**config.mk**
```make
export PLATFORM = sky130hd
export DESIGN_NAME = e203_exu_wbck_arbn
export DESIGN_NICKNAME = d
export VERILOG_FILES = /design/src/rtl/e203_exu_wbck_arbn.sv
export SDC_FILE = /design/constraint.sdc
export NUM_CORES = 1
export LEC_CHECK = 0
export CORE_MARGIN = 3
export CORE_UTILIZATION = 40
export DETAILED_ROUTE_END_ITERATION = 7
export PLACE_DENSITY = 0.81
export SYNTH_ARGS = -nofsm -noshare
export SYNTH_HDL_FRONTEND = slang
export SYNTH_SLANG_ARGS = --single-unit
```
**constraint.sdc**
```tcl
create_clock -name clk -period 4.65 [get_ports clk]
set_clock_uncertainty 0.15 [all_clocks]
set_input_delay 0.93 -clock clk [delete_from_list [all_inputs] [get_ports clk]]
set_output_delay 0.93 -clock clk [all_outputs]
set_load 0.02 [all_outputs]
```
**src/rtl/e203_exu_wbck_arbn.sv**
```systemverilog
// N-channel write-back arbiter: fixed priority with per-channel starvation override,
// one output register stage. Define E203_WBCK_RR_EN for round-robin base arbitration.
module e203_exu_wbck_arbn #(
  parameter int unsigned CH_N       = 3,
  parameter int unsigned XLEN       = 32,
  parameter int unsigned FLEN       = 32,
  parameter int unsigned RFIDX_W    = 5,
  parameter int unsigned STARVE_LIM = 4
) (
  input  logic                    clk,
  input  logic                    rst_n,
  input  logic [CH_N-1:0]         wbck_i_valid,
  output logic [CH_N-1:0]         wbck_i_ready,
  input  logic [CH_N*FLEN-1:0]    wbck_i_wdat,
  input  logic [CH_N*5-1:0]       wbck_i_flags,
  input  logic [CH_N*RFIDX_W-1:0] wbck_i_rdidx,
  input  logic [CH_N-1:0]         wbck_i_rdfpu,
  output logic                    rf_wbck_o_ena,
  output logic [XLEN-1:0]         rf_wbck_o_wdat,
  output logic [RFIDX_W-1:0]      rf_wbck_o_rdidx,
  output logic                    frf_wbck_o_ena,
  output logic [FLEN-1:0]         frf_wbck_o_wdat,
  output logic [4:0]              frf_wbck_o_flags,
  output logic [RFIDX_W-1:0]      frf_wbck_o_rdidx
);

  localparam int unsigned CNT_W = (STARVE_LIM > 0) ? $clog2(STARVE_LIM + 1) : 1;
  localparam int unsigned IDX_W = $clog2(CH_N);
  localparam logic [CNT_W-1:0] CNT_MAX = CNT_W'(STARVE_LIM);

  logic [CNT_W-1:0]   cnt_q [CH_N];
  logic [CNT_W-1:0]   cnt_d [CH_N];
  logic [CH_N-1:0]    grant;
  logic [IDX_W-1:0]   win_idx;
  logic               win_vld;
  logic [FLEN-1:0]    sel_wdat;
  logic [4:0]         sel_flags;
  logic [RFIDX_W-1:0] sel_rdidx;
  logic               sel_rdfpu;

  logic                rf_ena_q, frf_ena_q;
  logic [XLEN-1:0]     rf_wdat_q;
  logic [RFIDX_W-1:0]  rf_rdidx_q, frf_rdidx_q;
  logic [FLEN-1:0]     frf_wdat_q;
  logic [4:0]          frf_flags_q;

`ifdef E203_WBCK_RR_EN
  logic [IDX_W-1:0] ptr_q, ptr_d;
`endif

  always_comb begin : arb
    int unsigned j;
    j       = 0;
    grant   = '0;
    win_idx = '0;
    win_vld = 1'b0;
    // Starvation override outranks the base arbitration.
    if (STARVE_LIM > 0) begin
      for (int unsigned i = 0; i < CH_N; i++) begin
        if (!win_vld && wbck_i_valid[i] && (cnt_q[i] == CNT_MAX)) begin
          win_vld = 1'b1;
          win_idx = IDX_W'(i);
        end
      end
    end
`ifdef E203_WBCK_RR_EN
    for (int unsigned off = 0; off < CH_N; off++) begin
      j = 32'(ptr_q) + off;
      if (j >= CH_N) j = j - CH_N;
      if (!win_vld && wbck_i_valid[j]) begin
        win_vld = 1'b1;
        win_idx = IDX_W'(j);
      end
    end
`else
    for (int unsigned i = 0; i < CH_N; i++) begin
      if (!win_vld && wbck_i_valid[i]) begin
        win_vld = 1'b1;
        win_idx = IDX_W'(i);
      end
    end
`endif
    if (win_vld) grant[win_idx] = 1'b1;
  end

  always_comb begin : payload_mux
    sel_wdat  = '0;
    sel_flags = '0;
    sel_rdidx = '0;
    sel_rdfpu = 1'b0;
    for (int unsigned i = 0; i < CH_N; i++) begin
      if (grant[i]) begin
        sel_wdat  = wbck_i_wdat[i*FLEN +: FLEN];
        sel_flags = wbck_i_flags[i*5 +: 5];
        sel_rdidx = wbck_i_rdidx[i*RFIDX_W +: RFIDX_W];
        sel_rdfpu = wbck_i_rdfpu[i];
      end
    end
  end

  always_comb begin : cnt_next
    for (int unsigned i = 0; i < CH_N; i++) begin
      cnt_d[i] = '0;
      if (wbck_i_valid[i] && !grant[i]) begin
        cnt_d[i] = (cnt_q[i] == CNT_MAX) ? cnt_q[i] : cnt_q[i] + CNT_W'(1);
      end
    end
  end

  always_ff @(posedge clk or negedge rst_n) begin
    if (!rst_n) begin
      for (int unsigned i = 0; i < CH_N; i++) cnt_q[i] <= '0;
    end else begin
      for (int unsigned i = 0; i < CH_N; i++) cnt_q[i] <= cnt_d[i];
    end
  end

  always_ff @(posedge clk or negedge rst_n) begin
    if (!rst_n) begin
      rf_ena_q    <= 1'b0;
      rf_wdat_q   <= '0;
      rf_rdidx_q  <= '0;
      frf_ena_q   <= 1'b0;
      frf_wdat_q  <= '0;
      frf_flags_q <= '0;
      frf_rdidx_q <= '0;
    end else begin
      rf_ena_q  <= win_vld && !sel_rdfpu;
      frf_ena_q <= win_vld && sel_rdfpu;
      if (win_vld && !sel_rdfpu) begin
        rf_wdat_q  <= sel_wdat[XLEN-1:0];
        rf_rdidx_q <= sel_rdidx;
      end
      if (win_vld && sel_rdfpu) begin
        frf_wdat_q  <= sel_wdat;
        frf_flags_q <= sel_flags;
        frf_rdidx_q <= sel_rdidx;
      end
    end
  end

`ifdef E203_WBCK_RR_EN
  always_comb begin
    ptr_d = ptr_q;
    if (win_vld) ptr_d = (win_idx == IDX_W'(CH_N - 1)) ? '0 : win_idx + IDX_W'(1);
  end

  always_ff @(posedge clk or negedge rst_n) begin
    if (!rst_n) ptr_q <= '0;
    else        ptr_q <= ptr_d;
  end
`endif

  assign wbck_i_ready     = grant;
  assign rf_wbck_o_ena    = rf_ena_q;
  assign rf_wbck_o_wdat   = rf_wdat_q;
  assign rf_wbck_o_rdidx  = rf_rdidx_q;
  assign frf_wbck_o_ena   = frf_ena_q;
  assign frf_wbck_o_wdat  = frf_wdat_q;
  assign frf_wbck_o_flags = frf_flags_q;
  assign frf_wbck_o_rdidx = frf_rdidx_q;

endmodule

```
==> results by group <==
Finish
  – Layout cells sized above 1: 0.0559
  – # diodes: 0
  – Area Growth Syn to Fin: 59.2%
  – Final core utilization: 0.671
  – Final #Nets: 725
  – Final cell count without fillers: 723
  – # fillers: 812

Logic synthesis
  – Adder-cell share of the synthesized area: 0.0178
  – Post-Synth XOR/XNOR Area: 0.00416
  – Most numerous cell in the Yosys netlist: dfrtp_1
  – Cell Area, Synth: 4210 sq um
  – Simple-gate portion of the synthesized area: 0.0365
  – Dominant synthesized flop cell: dfrtp_1
  – Commonest cells in the netlist: dfrtp_1, inv_1, mux2i_1, a222oi_1, a21oi_1
  – Mux cell area share after synthesis: 0.105
  – Sequential fraction of the synthesis area: 0.535
  – Synth area leaders: dfrtp_1, mux2i_1, a222oi_1, a31oi_1, a21oi_1
  – Post-synthesis compound-gate area fraction: 0.215
  – Synthesized net count: 523
  – Async S/R FF share, synth: 1.00
  – Largest family of logic cells by synthesized area: compound AO/OA/AOI/OAI gates
  – Mean Syn Cell Area: 11.0 sq um
  – #FFs+latches synth: 90
  – Synth warnings: 0
  – Synth top area share: 0.535
  – Area leader, netlist: dfrtp_1
  – Synth unique cells: 30
  – Cells after synthesis: 383
  – EDFF count, synth: 0

Setup path
  – CP startpoint kind: input pin
  – WP data required: 3.57 ns
  – Largest stage delay on the critical path: 0.66 ns
  – CP max FO: 9
  – Cell Chain, Critical Path: clkdlybuf4s50_1 -> o21ai_0 -> and3_2 -> clkdlybuf4s50_1
  – CP Capture Type: output pin
  – Crit path max-delay family: buffers and inverters
  – CP Data Arrival Time: 2.73 ns
  – Worst path buffer plus inverter count: 2
  – Crit Path Category: in2out
  – Most common cell type on the critical path: clkdlybuf4s50_1
  – CP max stage cell: clkdlybuf4s50_1

CTS
  – # resized after CTS: 0
  – CTS root buf: clkbuf_8
  – Reg clk slew, reported paths: 0.08 ns
  – Worst-skew pair later-pin latency: 0.34 ns
  – Hold_buf cts: 0
  – CTS Buf Count: 9
  – Clk sinks: 90
  – Post-CTS setup buffers: 0
  – H-tree Lvls: 3
  – CTS tree: built
  – Clk buf depth: 2

Die
  – Die Height: 109 microns
  – Die X-Extent: 109 microns
  – Core Rows: 36
  – Core area: 10000 sq um
  – I/O Pins: 218
  – Full die area: 11800 sq um
  – Initial Utilization: 0.421

Placed design
  – IO buf count: 217
  – Placed Cells: 707
  – Placer Congestion: 0.788
  – Post-DP HPWL: 9520 microns

STA
  – Setup TNS: 0 ns
  – Max-slew violation count: 0
  – Crit share post-route: 0.819
  – Worst Tran Pin Value: 0.688 ns
  – Slew HR: 0.541
  – Fin Hold WS: 0.322 ns
  – Final hold viol count: 0
  – Max Clock Freq: 0.262 GHz
  – Final setup fails: 0
  – Final min period: 3.81 ns
  – RSZ-0062 raised after global routing: no

Power
  – Max IR drop VDD: 0.203 mV
  – Total Power: 0.00257 W
  – Internal Pwr Total: 0.00173 W
  – Power per Cell Area: 384 nW/um^2
  – Clk pwr share: 0.227
  – Switching share of power: 0.327
  – Sequential power share: 0.399
  – Pleak: 2.82 nW
  – Combinational share of power: 0.373
  – Psw: 0.000842 W

Run status
  – Run status: finished clean

Global route
  – Overall routing resource usage: 0.220
  – Largest net degree at the start of global routing: 56
  – First-pass GRT wire length: 20200 microns
  – Number of global-route vias before repair: 3904
  – Antenna violations before repair: 0
  – GRT Residual Overflow: 0

Routing
  – Final WL: 13200 microns
  – Number of DRC markers in iteration 0: 295
  – WL/cell: 18.3 microns
  – TritonRoute pass-1 iters: 7
  – # DRC: 0
  – Via density: 5.47
  – Routed Antenna Nets: 0
  – DR vias: 3957

Job
  – Total of max-cap violations: 0

Worst hold path
  – Hold WC Path Type: reg2reg
through the flow:
stage          setup WS, ns  instance area (sq um)
2_1_floorplan          1.67                   4210
3_3_place_gp          0.881                   6490
3_5_place_dp          0.864                   6490
4_1_cts               0.855                   6710
5_1_grt               0.771                   6710
6_report              0.840                   6710
flip-flops by register name, indices dropped and copies added (netlist names):
| register | flops |
|---|---|
| frf_wbck_o_wdat | 32 |
| frf_wbck_o_ena | 1 |
| frf_wbck_o_rdidx | 5 |
| rf_wbck_o_rdidx | 5 |
| frf_wbck_o_flags | 5 |
| rf_wbck_o_wdat | 32 |
| cnt_q | 9 |
| rf_wbck_o_ena | 1 |
cell usage in the layout (no fill, tap or decap), drive strengths merged:
master	Yosys	routed
nor3b	1	1
ha	6	6
clkdlybuf4s50	0	216
nor2b	1	1
clkinvlp	0	1
bufinv	0	2
a21o	1	1
nand2b	3	3
clkbuf	18	11
a41oi	1	1
and3	1	1
nand2	6	6
clkinv	0	2
o21ai	2	2
a31oi	37	37
and3b	1	1
a32o	1	1
nand3	4	4
nor2	8	8
and2	3	3
a21oi	40	40
mux2	1	1
inv	49	49
buf	18	11
mux2i	43	43
dfrtp	90	90
a32oi	1	1
nor3	3	3
xnor2	2	2
a222oi	42	42
per-layer routing:
layer | share of wire | track usage | routed length [microns] | up-vias
met5 | 0 | 0 | 0 | -
met4 | 0.014 | 0.0730 | 181 | 0
met3 | 0.080 | 0.0539 | 1060 | 16
met2 | 0.51 | 0.376 | 6690 | 171
met1 | 0.40 | 0.275 | 5290 | 1931
li1 | - | - | - | 1839
worst paths after layout:
kind / endpoint / depth (start not counted) / slack [ns] / startpoint
worst max-delay path: wbck_i_ready[2] / 4 / 0.84 / wbck_i_valid[0]
worst min-delay path: cnt_q[6] / 1 / 0.32 / cnt_q[6]
worst max register to register: frf_wbck_o_wdat[9] / 9 / 1.35 / cnt_q[3]
worst min register to register: cnt_q[6] / 1 / 0.32 / cnt_q[6]
max in group asynchronous: frf_wbck_o_wdat[9] / 2 / 2.95 / rst_n
min in group asynchronous: cnt_q[8] / 1 / 0.46 / rst_n
final cells by class:
type	instances	area, sq um	area share
timing repair buffer	227	2240	0.335
multi-input combinational	208	1640	0.244
clock buffer	11	141	0.0211
inverter	49	184	0.0274
tap	133	166	0.0248
sequential	90	2250	0.336
clock inverter	5	77.6	0.0116
cell families after synthesis:
family,count (synthesis)
AO/OA/AOI/OAI,125
XOR/XNOR,2
adder cells (fa/ha/maj),6
buffers and inverters,85
flip-flops,90
multiplexers,44
AND/OR/NAND/NOR,31
worst reg2reg max path: cells and delay by family (launching register included):
family	cells	cell delay [ns]
and+or+nand+nor	2	0.56
DFF	1	0.37
muxes	2	0.60
adders and majority gates	1	0.23
buffers and inverters	3	0.95
AOI/OAI and AO/OA	1	0.38
power groups by stage:
stage | combinational [W] | sequential (W) | clock (W)
global placement | 0.000945 | 0.00103 | 0
CTS | 0.000969 | 0.00103 | 0.000602
finish | 0.000961 | 0.00103 | 0.000585
global route | 0.00102 | 0.00105 | 0.000643
detailed placement | 0.000967 | 0.00104 | 0
floorplan | 0.000261 | 0.00122 | 0
No activity file was read; power rests on OpenSTA's default activity.
